===== config.mk =====
export PLATFORM = sky130hd
export DESIGN_NAME = regfile_write_sequencer
export DESIGN_NICKNAME = d
export VERILOG_FILES = /design/src/rtl/regfile_write_sequencer.sv
export SDC_FILE = /design/constraint.sdc
export NUM_CORES = 1
export LEC_CHECK = 0
export ABC_AREA = 1
export ABC_CLOCK_PERIOD_IN_PS = 7800
export BUFFER_PORTS_ARGS = -buffer_cell sky130_fd_sc_hd__buf_2
export CORE_MARGIN = 4
export CORE_UTILIZATION = 53
export DETAILED_ROUTE_END_ITERATION = 10
export GPL_ROUTABILITY_DRIVEN = 0
export GPL_TIMING_DRIVEN = 0
export PLACE_DENSITY = 0.81
export SLEW_MARGIN = 10
export SYNTH_ARGS = -nofsm -noshare
export SYNTH_HDL_FRONTEND = slang
export SYNTH_SLANG_ARGS = --single-unit

===== constraint.sdc =====
create_clock -name clk -period 7.8 [get_ports clk]
set_input_delay 1.56 -clock clk [delete_from_list [all_inputs] [get_ports clk]]
set_output_delay 1.56 -clock clk [all_outputs]
set_load 0.01 [all_outputs]

===== src/rtl/regfile_write_sequencer.sv =====
// Serializes up to two register writes per retiring instruction onto the single
// register-file write port. Optional perf counters under `REGWB_PERF_CNT_EN.
module regfile_write_sequencer #(
    parameter int DATA_W   = 64,
    parameter int REG_AW   = 5,
    parameter int ZERO_REG = 31
) (
    input  logic              clk,
    input  logic              rst,
    input  logic              in_valid,
    output logic              in_ready,
    input  logic              in_wr1_en,
    input  logic [REG_AW-1:0] in_wr1_reg,
    input  logic [DATA_W-1:0] in_wr1_data,
    input  logic              in_wr2_en,
    input  logic [REG_AW-1:0] in_wr2_reg,
    input  logic [DATA_W-1:0] in_wr2_data,
    output logic              RegWrite,
    output logic [REG_AW-1:0] WriteRegister,
    output logic [DATA_W-1:0] WriteData
`ifdef REGWB_PERF_CNT_EN
    ,
    output logic [31:0]       perf_writes,
    output logic [31:0]       perf_stalls
`endif
);

    localparam logic [0:0] IDLE   = 1'b0;
    localparam logic [0:0] SECOND = 1'b1;

    localparam logic [REG_AW-1:0] ZERO_ADDR = REG_AW'(ZERO_REG);

    logic [0:0]        state;
    logic [REG_AW-1:0] hold_reg;
    logic [DATA_W-1:0] hold_data;
    logic              accept;
    logic              e1;
    logic              e2;

    assign in_ready = !rst && (state == IDLE);
    assign accept   = in_valid && in_ready;

    // A write to the zero register is dropped; on a same-register collision wr1 wins.
    assign e1 = in_wr1_en && (in_wr1_reg != ZERO_ADDR);
    assign e2 = in_wr2_en && (in_wr2_reg != ZERO_ADDR) && !(e1 && (in_wr2_reg == in_wr1_reg));

    // NOTE: sequential state uses non-blocking assignments so every flop samples
    // pre-edge values regardless of statement order.
    always_ff @(posedge clk) begin
        if (rst) begin
            state         <= IDLE;
            RegWrite      <= 1'b0;
            WriteRegister <= '0;
            WriteData     <= '0;
        end else begin
            RegWrite <= 1'b0;
            case (state)
                IDLE: begin
                    if (accept) begin
                        if (e1) begin
                            RegWrite      <= 1'b1;
                            WriteRegister <= in_wr1_reg;
                            WriteData     <= in_wr1_data;
                            if (e2) state <= SECOND;
                        end else if (e2) begin
                            RegWrite      <= 1'b1;
                            WriteRegister <= in_wr2_reg;
                            WriteData     <= in_wr2_data;
                        end
                    end
                end
                SECOND: begin
                    RegWrite      <= 1'b1;
                    WriteRegister <= hold_reg;
                    WriteData     <= hold_data;
                    state         <= IDLE;
                end
                default: state <= IDLE;
            endcase
        end
    end

    // NOTE: the holding register carries no reset; it is only consumed in SECOND,
    // which is always entered through a load in the same edge.
    always_ff @(posedge clk) begin
        if (state == IDLE && accept && e1 && e2) begin
            hold_reg  <= in_wr2_reg;
            hold_data <= in_wr2_data;
        end
    end

`ifdef REGWB_PERF_CNT_EN
    always_ff @(posedge clk) begin
        if (rst) begin
            perf_writes <= '0;
            perf_stalls <= '0;
        end else begin
            if (RegWrite)         perf_writes <= perf_writes + 32'd1;
            if (state == SECOND)  perf_stalls <= perf_stalls + 32'd1;
        end
    end
`endif

endmodule


==> metrics.cfg <==
[status]
status=finished, final reports clean

[floorplanning]
start_util=0.537
die-area_um2=16000
dieWidth_um=126
row_count=43
core_um2=13800
die_height_um=126
io-pin-count=214

[logic_synthesis]
synth_warnings=0
synth_area_um2=7430
synth_compound_area_frac=0.00775
synth_nets=1213
synth-seq-area-share=0.470
synth-seq-cells=140
synth-simple-area-share=0.408
synth_xor_area_frac=0.00236
synth_top_family_by_area=simple AND/OR/NAND/NOR gates
postSynthAreaPerCell_um2=6.94
synthCells=1070
muxShareOfSynthArea=0
synthAdderAreaFrac=0
ys_types=24

[final_layout]
finalNetCount=1447
design_area_um2=9400
multi_input_area_um2=3120
areaGrowthSynthToFinish_pct=26.6
final_util=0.680
reg_top3=WriteData (64), hold_data (64)
drive_gt1_frac=0.203
diodes=0
final.fill_count=1212
regArea_um2=3490

[detailed_routing]
wl_per_cell_um=14.1
wl_um=21100
drt_iter0_drc=519
vias_per_cell=4.88
drt-pass1-iter-count=5
num_vias=7306
drc=0
ant_nets=0

[timing]
hold_viol=0
finClkSkew_ns=0.00690
tightest_slew_ns=0.678
slew_viol_final=0
tns_ns=0
setup_ws_ns=4.06
final.min_clock_period_ns=3.74
relSlewSlack=0.548
setup_viol_count_final=0
grt_setup_unrepaired=no
clock.fmax_mhz=267
period_share=0.480
worst_hold_slack_ns=0.543

[clock_network]
post_cts_buffers=0
htreeDepth=4
cts_root_buffer=clkbuf_16
cts_sinks=140
cts-buffers-inserted=17
path_clk_slew_ns=0.05
cts.repair.resized=0
tritoncts=done
postCtsHoldBufs=0
clk-insertion-delay-late_ns=0.41
clockBufferDepth=2

[power_and_ir_drop]
ir_worst_vdd_uv=137
power_density_nw_per_um2=212
p_leak_nw=5.01

[worst_hold_path]
hold_end=WriteData[33]$_SDFFE_PP0P_
hp-class=reg2reg
hp-start=hold_data[33]$_DFFE_PP_
hold_path_depth=4

[worst_setup_path]
ff2ff_setup_slack_ns=5.34
startpoint_type=input pin
regToRegEndpoint=hold_data[17]$_DFFE_PP_
end_kind=register
worst-r2r-cell-count=7
crit_type=in2reg
arrival_ns=3.86
cp.required_ns=7.92
crit_fanout=21
rr_startpoint=state$_SDFF_PP0_

[placement]
place_area_um2=8810
pre_cts_ws_ns=3.66
port_buffers=212
detailed_place_hpwl_um=15000

[global_route]
grt_pass1_wl_um=32900
grt-ovfl-total=0
grtUsageTotal=0.257
antenna_found_initial=2
grt_max_degree=22
first_global_vias=6691

[flow_run]
timing.max_cap.violations=0

-- cell type report --
cell class | count | area share
sequential | 140 | 0.372
inverter | 145 | 0.0579
clock buffer | 21 | 0.0468
multi-input combinational | 720 | 0.332
tap | 180 | 0.0240
timing repair buffer | 215 | 0.122
clock inverter | 11 | 0.0158
buffer | 65 | 0.0306
-- per-layer routing --
layer / routed length [µm] / vias up / GRT usage
li1: - / 3718 / -
met1: 8890 / 3239 / 0.333
met2: 10000 / 319 / 0.420
met3: 1910 / 28 / 0.0707
met4: 325 / 2 / 0.0814
met5: 7 / - / 0
-- synthesized netlist by cell type (all sizes together) --
cell type,count,area (µm²)
nand3b,69,518
edfxtp,69,2070
nand3,73,370
a31oi,2,12.5
buf,28,149
nor2,212,801
nand2,355,1340
clkinv,1,3.75
a21oi,1,5.00
inv,144,541
dfxtp,71,1420
o21ai,3,15.0
xnor2,2,17.5
clkbuf,37,139
nor3,1,5.00
o21bai,1,18.8
o22ai,1,6.26
-- cells in the final DEF, fill, tap and decap left out, types with 6 or more instances in the layout --
| master | count |
|---|---|
| buf_2 | 232 |
| clkbuf_1 | 41 |
| clkbuf_16 | 17 |
| clkinv_1 | 6 |
| dfxtp_1 | 71 |
| edfxtp_1 | 69 |
| inv_1 | 143 |
| nand2_1 | 354 |
| nand3_1 | 72 |
| nand3b_1 | 69 |
| nor2_1 | 210 |
-- power breakdown --
group          leakage [nW]  switching, mW  internal, mW  total [mW]
registers              1.21         0.0219         0.819       0.841
clock network         0.286          0.294         0.528       0.822
logic                  3.51          0.192         0.136       0.328
-- stage by stage --
step           cells  total power, mW
6_report        1497             1.99
5_1_grt         1497             2.08
4_1_cts         1497             2.00
3_3_place_gp    1462             1.17
2_1_floorplan   1070             1.05
3_5_place_dp    1465             1.18
-- worst max path at each step --
stage	startpoint	to	slack [ns]
detailed placement	in_wr1_en	hold_data[20]$_DFFE_PP_	3.66
global placement	in_wr1_en	hold_data[38]$_DFFE_PP_	-0.89
finish	in_wr1_en	hold_data[17]$_DFFE_PP_	4.06
CTS	in_wr1_en	hold_data[20]$_DFFE_PP_	4.10
global route	in_wr1_en	hold_data[0]$_DFFE_PP_	4.02
floorplan	in_wr1_en	hold_data[0]$_DFFE_PP_	1.45
-- critical path, cell delays in order --
cell and delay, ns:
buf_2 0.26, buf_2 0.32, clkbuf_1 0.42, nand3_1 0.23
a31oi_4 0.60, buf_16 0.25, buf_16 0.18
-- logic make-up after synthesis --
logic type | count (synthesis)
AND/OR/NAND/NOR | 710
buffers and inverters | 210
flip-flops | 140
AO/OA/AOI/OAI | 8
XOR/XNOR | 2
No activity file was read; power rests on OpenSTA's default activity.
